### config.mk
export PLATFORM = sky130hd
export DESIGN_NAME = udp_hdr_parser
export DESIGN_NICKNAME = d
export VERILOG_FILES = /design/src/rtl/udp_pkg.sv /design/src/rtl/axis_reg_slice.sv /design/src/rtl/udp_hdr_parser.sv
export SDC_FILE = /design/constraint.sdc
export NUM_CORES = 1
export LEC_CHECK = 0
export CAP_MARGIN = 0
export CORE_ASPECT_RATIO = 0.8
export CORE_MARGIN = 5
export CORE_UTILIZATION = 25
export CTS_CLUSTER_SIZE = 28
export DETAILED_ROUTE_END_ITERATION = 12
export SYNTH_ARGS = -nofsm -noshare
export SYNTH_HDL_FRONTEND = slang
export SYNTH_SLANG_ARGS = --single-unit
### constraint.sdc
create_clock -name clk -period 4.45 [get_ports clk]
set_input_delay 0.89 -clock clk [delete_from_list [all_inputs] [get_ports clk]]
set_output_delay 0.89 -clock clk [all_outputs]
set_load 0.05 [all_outputs]
### src/rtl/udp_pkg.sv
// Shared types and constants for the UDP header parser slice.
package udp_pkg;

  typedef struct packed {
    logic [15:0] src_port;
    logic [15:0] dst_port;
    logic [15:0] len;
    logic [15:0] csum;
  } udp_hdr_t;

  typedef enum logic [1:0] {
    HDR  = 2'd0,
    PAY  = 2'd1,
    DROP = 2'd2
  } parse_state_t;

  localparam int UDP_HDR_WORDS = 4;
  localparam int UDP_HDR_BYTES = 8;

  // Payload words implied by the length field, rounded up. 17 bits so a
  // short length cannot wrap into a plausible count.
  function automatic logic [16:0] exp_words(input logic [15:0] len);
    exp_words = ({1'b0, len} - 17'(UDP_HDR_BYTES) + 17'd1) >> 1;
  endfunction

endpackage

### src/rtl/axis_reg_slice.sv
// One-entry registered AXI-stream stage carrying 16-bit data plus last.
module axis_reg_slice (
  input  logic        clk,
  input  logic        rst,
  input  logic        in_valid,
  output logic        in_ready,
  input  logic [15:0] in_data,
  input  logic        in_last,
  output logic        out_valid,
  input  logic        out_ready,
  output logic [15:0] out_data,
  output logic        out_last
);

  // Handshake: a beat moves when valid && ready at a clk edge; valid does not
  // wait for ready, and the holder keeps data stable until it moves.
  assign in_ready = !out_valid || out_ready;

  always_ff @(posedge clk) begin
    if (rst) begin
      out_valid <= 1'b0;
      out_data  <= 16'd0;
      out_last  <= 1'b0;
    end else if (in_valid && in_ready) begin
      out_valid <= 1'b1;
      out_data  <= in_data;
      out_last  <= in_last;
    end else if (out_ready) begin
      out_valid <= 1'b0;
    end
  end

endmodule

### src/rtl/udp_hdr_parser.sv
// UDP header parser: splits the four header words off a 16-bit stream and
// forwards the payload. Optional destination-port filter: UDP_PORT_FILTER_EN.
module udp_hdr_parser
  import udp_pkg::*;
#(
  parameter logic [15:0] FILTER_PORT = 16'd5000,
  parameter int          CNT_W       = 16
) (
  input  logic        clk,
  input  logic        rst,
  input  logic        s_valid,
  output logic        s_ready,
  input  logic [15:0] s_data,
  input  logic        s_last,
  output logic        m_valid,
  input  logic        m_ready,
  output logic [15:0] m_data,
  output logic        m_last,
  output logic        hdr_valid,
  output logic [15:0] src_port,
  output logic [15:0] dst_port,
  output logic [15:0] udp_len,
  output logic [15:0] udp_csum,
`ifdef UDP_PORT_FILTER_EN
  output logic        drop_pulse,
`endif
  output logic        err_short,
  output logic        err_len
);

  localparam logic [1:0] LAST_HDR_IDX = 2'(UDP_HDR_WORDS - 1);

  parse_state_t      state;
  logic [1:0]        hdr_idx;
  logic [CNT_W-1:0]  word_cnt;
  logic [16:0]       exp_q;
  udp_hdr_t          hdr_q;
  logic [15:0]       stage_src, stage_dst, stage_len;

  logic              s_acc;
  logic              slice_in_ready;
  logic              len_short;
  logic              filter_drop;
  logic [16:0]       new_exp;
  logic [16:0]       cnt_next;

  // Header words are staged so the visible fields only change together,
  // at the hdr_valid pulse; a truncated header leaves them untouched.
  always_comb begin
    s_ready = 1'b1;
    if (state == PAY) s_ready = slice_in_ready;
  end

  assign s_acc     = s_valid && s_ready;
  assign len_short = stage_len < 16'(UDP_HDR_BYTES);
  assign new_exp   = exp_words(stage_len);
  assign cnt_next  = 17'(word_cnt) + 17'd1;

`ifdef UDP_PORT_FILTER_EN
  assign filter_drop = (stage_dst != FILTER_PORT);
`else
  assign filter_drop = 1'b0 && (stage_dst != FILTER_PORT);
`endif

  always_ff @(posedge clk) begin
    if (rst) begin
      state     <= HDR;
      hdr_idx   <= 2'd0;
      word_cnt  <= '0;
      exp_q     <= 17'd0;
      hdr_q     <= '0;
      stage_src <= 16'd0;
      stage_dst <= 16'd0;
      stage_len <= 16'd0;
      hdr_valid <= 1'b0;
      err_short <= 1'b0;
      err_len   <= 1'b0;
`ifdef UDP_PORT_FILTER_EN
      drop_pulse <= 1'b0;
`endif
    end else begin
      hdr_valid <= 1'b0;
      err_short <= 1'b0;
      err_len   <= 1'b0;
`ifdef UDP_PORT_FILTER_EN
      drop_pulse <= 1'b0;
`endif
      case (state)
        HDR: begin
          if (s_acc) begin
            if (hdr_idx == LAST_HDR_IDX) begin
              hdr_q     <= '{src_port: stage_src, dst_port: stage_dst,
                             len: stage_len, csum: s_data};
              hdr_valid <= 1'b1;
              hdr_idx   <= 2'd0;
              exp_q     <= new_exp;
              if (len_short) begin
                err_len <= 1'b1;
                state   <= s_last ? HDR : DROP;
              end else if (filter_drop) begin
`ifdef UDP_PORT_FILTER_EN
                drop_pulse <= 1'b1;
`endif
                state <= s_last ? HDR : DROP;
              end else if (s_last) begin
                err_len <= (new_exp != 17'd0);
                state   <= HDR;
              end else begin
                state <= PAY;
              end
            end else if (s_last) begin
              err_short <= 1'b1;
              hdr_idx   <= 2'd0;
            end else begin
              case (hdr_idx)
                2'd0:    stage_src <= s_data;
                2'd1:    stage_dst <= s_data;
                default: stage_len <= s_data;
              endcase
              hdr_idx <= hdr_idx + 2'd1;
            end
          end
        end
        PAY: begin
          if (s_acc) begin
            if (word_cnt != '1) word_cnt <= word_cnt + CNT_W'(1);
            if (s_last) begin
              err_len  <= (cnt_next != exp_q);
              word_cnt <= '0;
              hdr_idx  <= 2'd0;
              state    <= HDR;
            end
          end
        end
        DROP: begin
          if (s_acc && s_last) state <= HDR;
        end
        default: state <= HDR;
      endcase
    end
  end

  axis_reg_slice u_out (
    .clk       (clk),
    .rst       (rst),
    .in_valid  (s_valid && (state == PAY)),
    .in_ready  (slice_in_ready),
    .in_data   (s_data),
    .in_last   (s_last),
    .out_valid (m_valid),
    .out_ready (m_ready),
    .out_data  (m_data),
    .out_last  (m_last)
  );

  assign src_port = hdr_q.src_port;
  assign dst_port = hdr_q.dst_port;
  assign udp_len  = hdr_q.len;
  assign udp_csum = hdr_q.csum;

endmodule

## Yosys cells after proc, flatten, opt, wreduce, memory -nomap -nowiden

Index checks and enable logic that the tools add are counted.
Widths: inputs -> output; s select.

| word-level totals | value |
|---|---|
| flip-flop bits (word level) | 169 |
| input port bits | 21 |

| operators by class | value |
|---|---|
| magnitude comparators | 1 |
| bitwise gates (word level) | 5 |
| equal/unequal tests | 11 |
| $add $sub $neg | 5 |
| reduce and logical (&&, ||, !) cells | 22 |
| muxes and demuxes | 27 |

Operators by type and width:

| operator | number |
|---|---|
| $mux 16 | 2 |
| $mux 2 | 10 |
| $reduce_and 5->1 | 4 |
| $add 16x1->17 const B | 1 |
| $add 17x1->17 const B | 1 |
| $ne 17x16->1 | 1 |
| $reduce_bool 17->1 | 1 |
| $sub 16x4->17 const B | 1 |
| $add 16x1->16 const B | 1 |
| $lt 16x4->1 const B | 1 |
| $ne 16x16->1 const B | 1 |
| $mux 1 | 12 |
| $ne 2x2->1 const B | 5 |
| $pmux 2 s3 | 1 |
| $reduce_and 3->1 | 2 |
| $reduce_bool 2->1 | 3 |
| $not 1->1 | 5 |
| $eq 2x1->1 const B | 2 |
| $eq 2x2->1 const B | 2 |
| $logic_and 1x1->1 | 4 |
| $logic_not 2->1 | 2 |
| $pmux 2 s2 | 1 |
| $reduce_and 4->1 | 1 |
| $reduce_or 4->1 | 1 |
| other kinds (6) | 6 |

## Longest topological paths before layout

Gate-level depths: netlist (run 1).

| depth | value |
|---|---|
| word-level depth | 8 |
| depth in mapped cells | 9 |
| gate-level depth less buffers | 8 |

## Modules after synthesis

A second synthesis (run 1) with hierarchy kept.

| unflattened totals | value |
|---|---|
| cells, all modules | 898 |
| area total of the unflattened synthesis | 7179.4 µm² |

By module, submodules not included:

| module | instances | cells each | area each (µm²) | sequential area each (µm²) |
|---|---|---|---|---|
| udp_hdr_parser | 1 | 816 | 6344.8 | 3022.9 |
| axis_reg_slice | 1 | 82 | 834.6 | 360.3 |

## Worst setup path before layout (run 1)

OpenSTA, ideal clock, no wires.

| timing | value |
|---|---|
| path type | input to register |
| start point | input port s_last |
| end point | register stage_dst[12] |
| arrival time | 2.204 ns |
| stages on the path | 7 |
| path slack | 2.176 ns |
| required time | 4.379 ns |
| cell sequence | clkbuf_1 nor4_1 and2_1 buf_2 buf_2 nand2_1 a21oi_1 |

| on the way | value |
|---|---|
| word-level cells in the longest chain between the ends | 2 |

RTL lines:

| what | line | RTL |
|---|---|---|
| from (decl) | udp_hdr_parser.sv:14 | `input logic s_last,` |
| $not 1->1 (no line) | -- |  |
| $reduce_and 5->1 (no line) | -- |  |
| to (signal assigned) | udp_hdr_parser.sv:117 | `2'd1: stage_dst <= s_data;` |
| to (decl) | udp_hdr_parser.sv:38 | `logic [15:0] stage_src, stage_dst, stage_len;` |

No other way between the ends.
A chain may end at the register's enable or synchronous reset.

## Worst setup path after layout (run 1)

| timing | value |
|---|---|
| start point | input port m_ready |
| end point | output port s_ready |

| on the way | value |
|---|---|
| word-level cells in the longest chain between the ends | 2 |

RTL lines:

| what | line | RTL |
|---|---|---|
| from (decl) | udp_hdr_parser.sv:16 | `input logic m_ready,` |
| $logic_or 1x1->1 | axis_reg_slice.sv:17 | `assign in_ready = !out_valid \|\| out_ready;` |
| $mux 1 | udp_hdr_parser.sv:51 | `if (state == PAY) s_ready = slice_in_ready;` |
| to (decl) | udp_hdr_parser.sv:12 | `output logic s_ready,` |

No other way between the ends.

==> results.sh, run 1 <==
export IMPL_status="complete, no violations"
export IMPL_reg2reg_depth=7
export IMPL_hold_start="stage_dst[7]"
export IMPL_num_antenna_cells=0
export IMPL_nets=1001
export IMPL_postCtsHoldBufs=0
export IMPL_gp_congestion=0.846
export IMPL_place_port_buffers=106
export IMPL_path_buf_inv=2
export IMPL_cts_buffer_depth=2
export IMPL_leakage_nw=3.13
export IMPL_syn_area_sq_um=7240
export IMPL_drv_cap=0
export IMPL_path_cells="clkdlybuf4s50_1 -> nor2b_1 -> nand2_1 -> clkdlybuf4s50_1"
export IMPL_fin_setup_tns_ns=0
export IMPL_total_power_mw=3.13
export IMPL_slowest_stage="clkdlybuf4s50_1"
export IMPL_crit_path_end_kind="primary output"
export IMPL_syn_nets=932
export IMPL_grt_antenna_before_repair=0
export IMPL_hold_slack_ns=0.452
export IMPL_synth_cell_types=59
export IMPL_worst_ep_arrival_time_ns=2.35
export IMPL_drcViolationCount=0
export IMPL_path_clk_slew_ns=0.07
export IMPL_setup_violations=0
export IMPL_cts_buffers=17
export IMPL_critPathLaunchType="primary input"
export IMPL_min_period_over_period=0.727
export IMPL_yosysTopAreaCell="dfxtp_1"
export IMPL_htreeDepth=4
export IMPL_rsz0062_at_grt="no"
export IMPL_track_usage=0.127
export IMPL_clock_latency_ns=0.43
export IMPL_tritoncts="done"
export IMPL_dieArea_sq_um=32500
export IMPL_worst_pin_slew_ns=0.992
export IMPL_dp_slack_ns=1.09
export IMPL_r2r_end="word_cnt[15]"
export IMPL_clock_sinks=169
export IMPL_path_max_fanout=3
export IMPL_irDropWorstVdd_mv=0.268
export IMPL_design_area_sq_um=9130
export IMPL_max_stage_delay_ns=0.71
export IMPL_worst_path_most_repeated_cell="clkdlybuf4s50_1"
export IMPL_synth_flop_cell="dfxtp_1"
export IMPL_grt_pass1_wl_um=33500
export IMPL_worstSetupPathType="primary input to primary output"
export IMPL_hold_path_depth=2
export IMPL_die_h_um=162
export IMPL_synthToLayoutAreaGrowth_pct=26.0
export IMPL_first_global_vias=5839
export IMPL_post_dp_cell_area_sq_um=8550
export IMPL_ys_ff_latch=169
export IMPL_place_inst=1325
export IMPL_post_cts_buffers=0
export IMPL_postLayoutCoreUtil=0.321
export IMPL_slew_violations=0
export IMPL_ys_async_sr_fraction=0
export IMPL_final_min_clock_period_ns=3.24
export IMPL_wire_per_inst_um=15.7
export IMPL_ant_nets=0
export IMPL_root_buffer="clkbuf_16"
export IMPL_power_density_nw_per_um2=342
export IMPL_start_util=0.255
export IMPL_final_hold_violation_count=0
export IMPL_num_vias=6333
export IMPL_max_freq_mhz=309
export IMPL_syn_inst=905
export IMPL_grt_start_max_net_pins=74
export IMPL_crit_family="buffers and inverters"
export IMPL_seq_area_frac_synth=0.467
export IMPL_grt_overflow_total=0
export IMPL_drive_above_1_share=0.0618
export IMPL_die_x_um=200
export IMPL_ff2ff_setup_slack_ns=1.63
export IMPL_num_rows=55
export IMPL_dpl_hpwl_um=14900
export IMPL_ctsResizeCount=0
export IMPL_yosysWarnings=0
export IMPL_layout_setup_ws_ns=1.21
export IMPL_coreArea_sq_um=28400
export IMPL_detail_route_iter0_violations=414
export IMPL_slew_headroom=0.337
export IMPL_synth_edf_count=0
export IMPL_dr_pass1_iters=5
export IMPL_routed_wl_um=21300
export IMPL_yosysTopAreaCellShare=0.467
export IMPL_synth_top_cells_by_area="dfxtp_1 47%, nand2_1 13%, a21oi_1 9.8%"
export IMPL_fin_skew_ns=0.00912
export IMPL_ios=107
export IMPL_r2r_start="word_cnt[0]"
export IMPL_hold_end="dst_port[7]"
export IMPL_hold_class="flip-flop to flip-flop"
export IMPL_worstPathRequired_ns=3.56
export IMPL_syn_mean_instance_area_sq_um=8.00
export IMPL_stdcell_count=1357
export IMPL_viasPerCell=4.67
==> routing by layer <==
layer,GRT usage,share of wire,vias up
met5,0,0,-
met4,0.0331,0.013,0
met3,0.0337,0.057,25
met2,0.184,0.42,179
met1,0.186,0.51,2961
li1,-,-,3168
==> flip-flops by register name, indices dropped and copies added, names as in the netlist, 2 cells and up <==
name and count:
dst_port 16, exp_q 16, hdr_idx 2, src_port 16, stage_dst 16, stage_len 16, stage_src 16, state 2
u_out.out_data 16, udp_csum 16, udp_len 16, word_cnt 16
==> cells in the final DEF (no fill, tap or decap), types with 4 or more instances in the layout <==
master	n
and3_1	6
clkdlybuf4s50_1	105
xnor2_1	28
nor2_1	67
or3_1	5
dfxtp_1	169
ha_1	6
a211oi_1	15
nand3b_1	4
inv_1	7
nand2_1	252
clkinv_4	4
nor3_1	14
xor2_1	14
inv_6	5
clkbuf_16	17
mux2i_1	18
a21oi_1	142
nand3_1	15
nand2b_1	6
o21ai_0	6
nand4_1	7
o21ai_1	6
buf_4	10
==> synthesized netlist by cell type, types with 2 or more instances <==
library cell    n
nor4_1          3
buf_2          14
o21ai_1         6
a21oi_1       142
mux2i_1        18
xor2_1         14
xnor2_1        28
a21o_1          3
nand3_1        15
nor3_1         14
nand3b_1        4
dfxtp_1       169
nor2_1         68
or3_1           5
nand2b_1        6
and3_1          6
a22oi_1         3
ha_1            6
a31oi_1         3
nand2_2         2
a211oi_2        3
inv_1           7
nand4_1         7
nor3b_1         2
clkbuf_1       43
o21ai_0         6
a32oi_1         2
and2b_1         3
buf_4           4
a211oi_1       15
nand2_1       252
buf_6           4
and2_1          2
==> where the power goes <==
group	internal (mW)	switching [mW]
combinational	0.0372	0.0856
sequential	1.52	0.00782
clock	0.802	0.669
==> worst max-delay path by stage <==
stage,end,slack [ns],startpoint,cells past startpoint
2_1_floorplan,stage_dst[12],2.18,s_last,7
3_3_place_gp,stage_dst[3],1.12,s_last,5
3_5_place_dp,stage_dst[0],1.09,s_last,5
4_1_cts,s_ready,1.23,m_ready,4
5_1_grt,s_ready,1.18,m_ready,4
6_report,s_ready,1.21,m_ready,4
==> cells by family after synthesis <==
group                      Yosys count  share of synthesized area
adders and majority gates            6                     0.0104
muxes                               19                     0.0264
buffers and inverters               73                     0.0465
AOI/OAI and AO/OA                  194                      0.155
xor gates and xnor gates            42                     0.0508
DFF                                169                      0.467
and+or+nand+nor                    402                      0.244
==> area by class of cell <==
class                   instances  area, sq um
flip-flops and latches        169         3380
fillers                      2971        19300
multi-input cells             663         3530
repair buffers                116         1150
clock buffers                  19          443
clock inverters                13          135
inverters                       7         26.3
well taps                     370          463
==> worst min-delay path: cells and delay by family, from the launching register on <==
kind,cells,cell delay [ns]
flops,1,0.31
simple gates,1,0.05
compound gates,1,0.05
Power figures use the tool's default switching activity.
==> run 2: changes to the inputs <==
clock period = 3.1 ns   (was 4.45 ns; I/O delays follow)
==> run 2 against run 1 <==
Die area did not move. Power rose by 48%. Register-to-register slack got worse by 1.2 ns. Hold slack got worse by 0.0057 ns. Wire length rose by 1.1%. Setup slack got worse by 0.74 ns. Global-route usage rose by 0.38 points. Clock skew rose by 0.0013 ns. Count of clock-buffer cells in the layout fell by 2. Clock power rose by 52%. Sequential cell count did not move. Critical path depth rose by 4. Largest cell class unchanged. Highest routed layer unchanged.
==> results.sh, run 2 (synthesis gave the netlist of run 1 again) <==
export IMPL_status="complete, no violations"
export IMPL_num_rows=55
export IMPL_track_usage=0.131
export IMPL_drive_above_1_share=0.0760
export IMPL_grt_start_max_net_pins=94
export IMPL_grt_antenna_before_repair=0
export IMPL_grt_pass1_wl_um=34100
export IMPL_rsz0062_at_grt="no"
export IMPL_multi_input_area_sq_um=3530
export IMPL_worst_pin_slew_ns=0.642
export IMPL_viasPerCell=4.66
export IMPL_tritoncts="done"
export IMPL_max_freq_mhz=381
export IMPL_fin_skew_ns=0.0105
export IMPL_num_vias=6386
export IMPL_clock_latency_ns=0.43
export IMPL_gp_congestion=0.853
export IMPL_wire_per_inst_um=15.7
export IMPL_fin_setup_tns_ns=0
export IMPL_worstPathRequired_ns=3.40
export IMPL_design_area_sq_um=9300
export IMPL_start_util=0.255
export IMPL_drv_cap=0
export IMPL_ff2ff_setup_slack_ns=0.47
export IMPL_fill_cells=2937
export IMPL_power_density_nw_per_um2=497
export IMPL_first_global_vias=5988
export IMPL_post_dp_cell_area_sq_um=8680
export IMPL_die_h_um=162
export IMPL_final_cell_mix="252 x nand2_1, 169 x dfxtp_1, 142 x a21oi_1, 104 x clkdlybuf4s50_1, 67 x nor2_1"
export IMPL_post_cts_buffers=0
export IMPL_grt_overflow_total=0
export IMPL_die_x_um=200
export IMPL_htreeDepth=4
export IMPL_hold_class="flip-flop to flip-flop"
export IMPL_ios=107
export IMPL_dr_pass1_iters=6
export IMPL_leakage_nw=3.22
export IMPL_dieArea_sq_um=32500
export IMPL_crit_path_end_kind="flip-flop"
export IMPL_place_port_buffers=106
export IMPL_total_power_mw=4.62
export IMPL_detail_route_iter0_violations=470
export IMPL_final_hold_violation_count=0
export IMPL_worstSetupPathType="flip-flop to flip-flop"
export IMPL_postCtsHoldBufs=0
export IMPL_mostFrequentLayoutCell="nand2_1"
export IMPL_path_clk_slew_ns=0.07
export IMPL_slew_headroom=0.571
export IMPL_min_period_over_period=0.848
export IMPL_drcViolationCount=0
export IMPL_worst_ep_arrival_time_ns=2.93
export IMPL_slew_violations=0
export IMPL_dpl_hpwl_um=15300
export IMPL_final_min_clock_period_ns=2.63
export IMPL_nets=1014
export IMPL_routed_wl_um=21500
export IMPL_ant_nets=0
export IMPL_setup_violations=0
export IMPL_cts_buffer_depth=2
export IMPL_path_max_fanout=12
export IMPL_critPathLaunchType="flip-flop"
export IMPL_num_antenna_cells=0
export IMPL_synthToLayoutAreaGrowth_pct=28.4
export IMPL_clock_sinks=169
export IMPL_coreArea_sq_um=28400
export IMPL_root_buffer="clkbuf_16"
export IMPL_ctsResizeCount=0
export IMPL_ff_latch_area_sq_um=3380
export IMPL_cts_buffers=17
export IMPL_irDropWorstVdd_mv=0.379
run 2: changes by cell type in the layout (fill, tap and decap cells not counted), sizes merged:
cell / change
buf: +14
clkbuf: -2
clkinv: +1
inv: -1
clkdlybuf4s50: -1
bufinv: +2
run 2: power breakdown:
group,total [mW],internal (mW),switching [mW]
sequential,2.20,2.19,0.0107
combinational,0.179,0.0573,0.122
clock,2.24,1.29,0.954
run 2: final timing paths:
kind,start,end,depth (start not counted)
worst max-delay path,word_cnt[1],word_cnt[6],8
worst max register to register,word_cnt[1],word_cnt[6],8
worst min-delay path,stage_dst[14],dst_port[14],2
worst min register to register,stage_dst[14],dst_port[14],2
run 2: worst max-delay path, stage by stage (launching register included):
cell and delay, ns:
dfxtp_1 0.40, ha_1 0.30, nand3_2 0.24, nor4b_4 0.46
nand4_2 0.22, and3_1 0.40, a21o_1 0.22, a21oi_1 0.20
nor2_1 0.06
run 2: final cells by class:
class	count	share of cell area
Tap cell	370	0.0498
Timing Repair Buffer	129	0.138
Clock buffer	17	0.0458
Inverter	7	0.00283
Clock inverter	15	0.0205
Multi-Input combinational cell	663	0.380
Sequential cell	169	0.364
run 2: through the flow:
stage	worst slack, ns	instances	hold slack, ns	util
2_1_floorplan	0.943	905	0.432	-
6_report	0.473	1370	0.446	0.327
3_5_place_dp	0.536	1338	0.443	0.305
3_3_place_gp	0.551	1338	0.441	0.305
5_1_grt	0.244	1370	0.471	0.327
4_1_cts	0.509	1370	0.453	0.327
run 2: metal layers:
layer	global-route usage	wire [um]
met3	0.0355	1240
met5	0	0
met1	0.195	11000
met2	0.187	9090
met4	0.0285	209
